File: config.mk
export PLATFORM = sky130hd
export DESIGN_NAME = mux_2x1_rr_arbiter
export DESIGN_NICKNAME = d
export VERILOG_FILES = /design/src/rtl/mux_2x1_rr_arbiter.sv
export SDC_FILE = /design/constraint.sdc
export NUM_CORES = 1
export LEC_CHECK = 0
export ABC_AREA = 0
export BUFFER_PORTS_ARGS = -buffer_cell sky130_fd_sc_hd__buf_4
export CELL_PAD_IN_SITES_DETAIL_PLACEMENT = 0
export CELL_PAD_IN_SITES_GLOBAL_PLACEMENT = 2
export CORE_MARGIN = 8
export CORE_UTILIZATION = 27
export DETAILED_ROUTE_END_ITERATION = 8
export PLACE_DENSITY_LB_ADDON = 0.1
export REMOVE_ABC_BUFFERS = 1
export SYNTH_ARGS = -nofsm -noshare
export SYNTH_HDL_FRONTEND = slang
export SYNTH_SLANG_ARGS = --single-unit
File: constraint.sdc
create_clock -name in_clk -period 3.1 [get_ports in_clk]
set_clock_uncertainty 0.2 [all_clocks]
set_input_delay 0.155 -clock in_clk [delete_from_list [all_inputs] [get_ports in_clk]]
set_output_delay 0.155 -clock in_clk [all_outputs]
set_load 0.02 [all_outputs]
File: src/rtl/mux_2x1_rr_arbiter.sv
`default_nettype none
// ============================================================================
// Module   : mux_2x1_rr_arbiter
// Brief    : Round-robin grant FSM driving a shared 2:1 data mux between two
//            valid/ready requesters; counts accepted downstream transfers.
//            Optional packet lock: define MUX_ARB_PKT_LOCK_EN.
// Revision : 1.0 - initial release
// ============================================================================
module mux_2x1_rr_arbiter #(
    parameter int WIDTH = 8,
    parameter int CNT_W = 16
) (
    input  logic             in_clk,
    input  logic             in_rst,
    input  logic             in_valid0,
    input  logic [WIDTH-1:0] in_data0,
`ifdef MUX_ARB_PKT_LOCK_EN
    input  logic             in_last0,
`endif
    output logic             out_ready0,
    input  logic             in_valid1,
    input  logic [WIDTH-1:0] in_data1,
`ifdef MUX_ARB_PKT_LOCK_EN
    input  logic             in_last1,
`endif
    output logic             out_ready1,
    output logic             out_valid,
    output logic [WIDTH-1:0] out_data,
    input  logic             in_ready,
    output logic             out_sel,
    output logic             out_busy,
    output logic [CNT_W-1:0] out_xfer_cnt
);

    typedef enum logic [1:0] {
        ST_IDLE = 2'd0,
        ST_SEL0 = 2'd1,
        ST_SEL1 = 2'd2
    } state_t;

    state_t           r_state;
    state_t           w_state_nxt;
    logic             r_ptr;
    logic             w_ptr_nxt;
    logic             r_sel;
    logic [CNT_W-1:0] r_xfer_cnt;

    logic             w_is_sel1;
    logic             w_own_valid;
    logic             w_oth_valid;
    logic             w_own_last;
    logic             w_in_pkt;
    logic             w_xfer;
    state_t           w_own_st;
    state_t           w_oth_st;

    // Everything below is phrased relative to the currently granted side.
    assign w_is_sel1   = (r_state == ST_SEL1);
    assign w_own_valid = w_is_sel1 ? in_valid1 : in_valid0;
    assign w_oth_valid = w_is_sel1 ? in_valid0 : in_valid1;
    assign w_own_st    = w_is_sel1 ? ST_SEL1 : ST_SEL0;
    assign w_oth_st    = w_is_sel1 ? ST_SEL0 : ST_SEL1;

`ifdef MUX_ARB_PKT_LOCK_EN
    logic r_in_pkt;

    assign w_own_last = w_is_sel1 ? in_last1 : in_last0;
    assign w_in_pkt   = r_in_pkt;

    // Set once a non-last beat is accepted; keeps the grant across withdrawn valids.
    always_ff @(posedge in_clk) begin
        if (in_rst) begin
            r_in_pkt <= 1'b0;
        end else if (w_xfer) begin
            r_in_pkt <= ~w_own_last;
        end
    end
`else
    assign w_own_last = 1'b1;
    assign w_in_pkt   = 1'b0;
`endif

    assign out_valid  = ((r_state == ST_SEL0) & in_valid0) | ((r_state == ST_SEL1) & in_valid1);
    assign out_ready0 = (r_state == ST_SEL0) & in_ready;
    assign out_ready1 = (r_state == ST_SEL1) & in_ready;
    assign w_xfer     = out_valid & in_ready;
    assign out_data   = r_sel ? in_data1 : in_data0;
    assign out_sel    = r_sel;
    assign out_busy   = (r_state != ST_IDLE);
    assign out_xfer_cnt = r_xfer_cnt;

    always_comb begin
        w_state_nxt = r_state;
        w_ptr_nxt   = r_ptr;
        case (r_state)
            ST_IDLE: begin
                if (in_valid0 && in_valid1) begin
                    w_state_nxt = r_ptr ? ST_SEL1 : ST_SEL0;
                end else if (in_valid0) begin
                    w_state_nxt = ST_SEL0;
                end else if (in_valid1) begin
                    w_state_nxt = ST_SEL1;
                end
            end
            ST_SEL0, ST_SEL1: begin
                if (w_xfer) begin
                    if (w_own_last) begin
                        w_ptr_nxt = ~w_is_sel1;
                        // A transfer implies own valid, so the IDLE fallback cannot occur here.
                        if (w_oth_valid) begin
                            w_state_nxt = w_oth_st;
                        end else begin
                            w_state_nxt = w_own_st;
                        end
                    end
                end else if (!w_own_valid && !w_in_pkt) begin
                    w_state_nxt = ST_IDLE;
                end
            end
            default: begin
                w_state_nxt = ST_IDLE;
            end
        endcase
    end

    always_ff @(posedge in_clk) begin
        if (in_rst) begin
            r_state    <= ST_IDLE;
            r_ptr      <= 1'b0;
            r_sel      <= 1'b0;
            r_xfer_cnt <= '0;
        end else begin
            r_state <= w_state_nxt;
            r_ptr   <= w_ptr_nxt;
            r_sel   <= (w_state_nxt == ST_SEL1);
            if (w_xfer) begin
                r_xfer_cnt <= r_xfer_cnt + 1'b1;
            end
        end
    end

endmodule
`default_nettype wire

=== Word level (Yosys, flattened, before mapping) ===
Cells that the tools add are included.

* Register bits after elaboration: 20
* Bits in latches: 0
* Memory bits (writable): 0
* Memory bits (read-only): 0
* Bits of input ports: 21
* Output and inout bits: 29
* Word-level logic and storage cells: 33
* Memories kept: 0

* $add $sub $neg: 1
* Multiply operators: 0
* Divide/modulo/power cells: 0
* $lt $le $gt $ge: 0
* Equal/unequal tests: 3
* Shift operators: 0
* Multiplexer cells: 13
* Bitwise gates (word level): 7
* Reductions and logical operators: 5

{| class="wikitable"
|+ Operators with widths
! operator !! count
|-
| $mux 2 || 9
|-
| $add 16x1->16 const B || 1
|-
| $mux 8 || 1
|-
| $and 1x1->1 || 5
|-
| $eq 2x2->1 const B || 2
|-
| $pmux 2 s2 || 1
|-
| $eq 2x1->1 const B || 1
|-
| $logic_not 2->1 || 1
|-
| $mux 1 || 2
|-
| $reduce_and 2->1 || 1
|-
| $reduce_bool 2->1 || 1
|-
| $reduce_or 2->1 || 1
|-
| $logic_and 1x1->1 || 1
|-
| $not 1->1 || 1
|-
| $or 1x1->1 || 1
|}

=== Depth between registers and ports, before layout ===
* Word-level depth: 7
* Gate-level depth with buffers: 8

=== Worst setup path after synthesis ===
OpenSTA, ideal clock, no wires.

* Path kind: register to register
* Start: register r_state[0]
* End: register r_xfer_cnt[14] (netlist: out_xfer_cnt[14])
* Arrival time: 1.812 ns
* Slack: 1.018 ns
* Cell stages (with the launch flop): 8
* Period minus slack after synthesis: 2.082 ns
* Cells stage by stage: dfxtp_1 > inv_1 > ha_1 > buf_2 > a22oi_2 > or4_4 > or3_1 > a21oi_1

* Word-level cells in the longest chain between the ends: 4
* Elaborated cells on any way between the ends: 6
* Classes of those cells: eq/ne: 2; bitwise: 4

{| class="wikitable"
|+ Ends and longest elaborated chain
! item !! RTL line !! source
|-
| start: declaration || 41 || <nowiki>state_t r_state;</nowiki>
|-
| start signal: assignment || 133 || <nowiki>r_state <= w_state_nxt;</nowiki>
|-
| $eq 2x1->1 / $eq 2x2->1 (equally long branches) || 83 || <nowiki>assign out_valid = ((r_state == ST_SEL0) & in_valid0) | ((r_state == ST_SEL1) & in_valid1);</nowiki>
|-
| $and 1x1->1 || 83 ||
|-
| $or 1x1->1 * || 83 ||
|-
| $and 1x1->1 * || 86 || <nowiki>assign w_xfer = out_valid & in_ready;</nowiki>
|-
| end signal: assignment || 137 || <nowiki>r_xfer_cnt <= r_xfer_cnt + 1'b1;</nowiki>
|-
| end: declaration || 46 || <nowiki>logic [CNT_W-1:0] r_xfer_cnt;</nowiki>
|}

Mark *: on every way between the ends. The rest lies on a longest branch, timed or not.
A chain may end at the register's enable or synchronous reset.

=== Worst setup path after layout ===
* Start: register r_state[0]
* End: register r_xfer_cnt[15] (netlist: out_xfer_cnt[15])

Same word-level chain as after synthesis.

==> impl_metrics.tcl <==
set metrics [dict create \
    status "finished clean" \
    placementRows 23 \
    crit_arrival_ps 2400 \
    num_io_pins 50 \
    drc_errors 0 \
    avgRoutedWirePerCell_um 14.3 \
    slowest_stage "or4_4" \
    n_antenna_cell 0 \
    grt_pass1_vias 1160 \
    die_area_um2 6620 \
    crit_path_max_incr_delay_ps 610 \
    die_x_um 81.4 \
    cp_data_required_time_ps 3090 \
    cts_setup_buffers 0 \
    yosys.area.top_type "dfxtp_1" \
    vias_per_cell 4.94 \
    clk_latency_ps 260 \
    antenna_found_initial 0 \
    gp_congestion 0.795 \
    hpwl_um 2720 \
    worst_setup_path_end_kind "register" \
    area_delta_synth_final_pct 39.2 \
    grt_max_degree 19 \
    crit_chain "inv_1 -> ha_1 -> a22oi_2 -> or4_4 -> or3_1 -> a21oi_1" \
    first_pass_iters 3 \
    numCtsBuffers 3 \
    peakVddDrop_mv 0.152 \
    clk_pin_slew_ps 70 \
    ys.warnings.count 0 \
    synth.distinct_cells 31 \
    synth_cells 136 \
    power_density_nw_per_um2 357 \
    p_comb_share_pct 23.5 \
    mostFrequentLayoutCells "buf_4 (49), dfxtp_1 (20), nor2_1 (15)" \
    nFillCells 443 \
    synthTopCellsByArea "dfxtp_1 (35%), mux2_2 (7.8%), xnor2_1 (7.6%)" \
    critPathLaunchType "register" \
    yosysSeqAreaShare_pct 34.7 \
    grt_pass1_wl_um 5360 \
    clk_path_buf_depth 2 \
    period_minus_slack_ps 2410 \
    cp_max_fo 13 \
    final_nets 211 \
    finalHoldViolations 0 \
    swShare_pct 27.9 \
    slew_viol_final 0 \
    routed_wl_um 3340 \
    port_buffers 49 \
    start_util_pct 28.4 \
    post_dp_cell_area_um2 1560 \
    tns_ps 0 \
    htreeDepth 1 \
    postCtsHoldBufs 0 \
    track_usage_pct 10.1 \
    antenna_left 0 \
    hold_path_class "input pin to register" \
    p_leak_nw 0.652 \
    rsz0062_at_grt "no" \
    drive_gt1_share_pct 34.4 \
    avgSynthCellArea_um2 8.48 \
    die_y_um 81.4 \
    synthesis.area_um2 1150 \
    path_class "register to register" \
    p_int_uw 413 \
    layout_commonest_cell "buf_4" \
    cts.sinks 20 \
    drv_cap 0 \
    drtIter0Drc 38 \
    ctsResizeCount 0 \
    root_buffer "clkbuf_8" \
    netlist.area_leader.share_pct 34.7 \
    seqPwrFrac_pct 47.0 \
    synth-seq-cells 20 \
    vias 1152 \
    coreArea_um2 4060 \
    cts_tree "yes" \
    fin_crit_sh_pct 77.9 \
    finalInstanceArea_um2 1610 \
    setup_viol 0 \
    clock_power_share_pct 29.4 \
    tightestPinTransition_ps 583 \
    p_sw_uw 159 \
    fmax_ghz 0.414 \
    max_slew_margin_pct 61.1 \
    grt_overflow 0 \
]
## area by class of cell
class	count	area, um2	area share (%)
flip-flops and latches	20	400	24.9
multi-input cells	103	703	43.8
clock buffers	3	41.3	2.57
well taps	50	62.6	3.90
inverters	8	30.0	1.87
repair buffers	49	368	22.9
## metal layers
metal | vias up | share of wire [%] | global-route usage, %
li1 | 577 | - | -
met1 | 525 | 42 | 11.1
met2 | 43 | 46 | 17.4
met3 | 7 | 11 | 3.20
met4 | 0 | 1.7 | 4.29
met5 | - | 0 | 0
## power groups by stage
stage	Combinational [mW]	Sequential, mW	Clock (mW)
global placement	0.137	0.275	0
CTS	0.137	0.269	0.177
finish	0.135	0.269	0.169
floorplan	0.0717	0.276	0
detailed placement	0.137	0.275	0
global route	0.148	0.270	0.184
## flip-flops by register name, indices dropped and copies added (netlist names)
signal        count
r_ptr             1
out_sel           1
r_state           2
out_xfer_cnt     16
## critical path: cells and delay by family (launching register included)
kind / cells / cell delay [ps]
and+or+nand+nor: 2 / 970
AOI/OAI and AO/OA: 2 / 380
DFF: 1 / 350
adders and majority gates: 1 / 330
buffers and inverters: 1 / 120
## final timing paths
kind	start	endpoint	slack, ps	depth (start not counted)
worst max-delay path	r_state[0]	out_xfer_cnt[15]	690	6
worst min register to register	out_xfer_cnt[14]	out_xfer_cnt[14]	300	2
worst min-delay path	in_rst	out_xfer_cnt[12]	4	2
worst max register to register	r_state[0]	out_xfer_cnt[15]	690	6
## synthesized netlist by cell type
library cell  count
a21oi_1          10
a22oi_2           1
a311o_1           1
a311oi_1          1
and2_1            4
and3_1            1
and3b_1           1
buf_2             1
clkbuf_1          4
dfxtp_1          20
ha_1              5
inv_1             8
mux2_2            8
mux2i_1           2
nand2_1           9
nand2b_1          1
nand3_1           4
nand4_1           3
nand4b_1          2
nor2_1           15
nor3_1            4
nor3b_1           1
nor4_1            3
nor4b_1           1
o21ai_0           6
o21bai_1          1
o32a_1            2
o32ai_1           1
or3_1             4
or4_4             2
xnor2_1          10
## per-stage QoR
stage | cells | worst slack (ps) | hold slack [ps] | util, % | power [mW]
4_1_cts | 233 | 688 | 7.95 | 39.6 | 0.583
6_report | 233 | 686 | 4.12 | 39.6 | 0.572
5_1_grt | 233 | 554 | 16.1 | 39.6 | 0.602
2_1_floorplan | 131 | 906 | 24.1 | - | 0.348
3_3_place_gp | 230 | 764 | 287 | 38.5 | 0.412
3_5_place_dp | 230 | 697 | 285 | 38.5 | 0.412
## kinds of logic after synthesis
group | synth area share [%]
mux | 9.54
buf+inv | 4.34
flops | 34.7
simple gates | 25.6
xor+xnor | 7.59
compound gates | 12.8
fa+ha+maj | 5.42
Power figures use the tool's default switching activity.
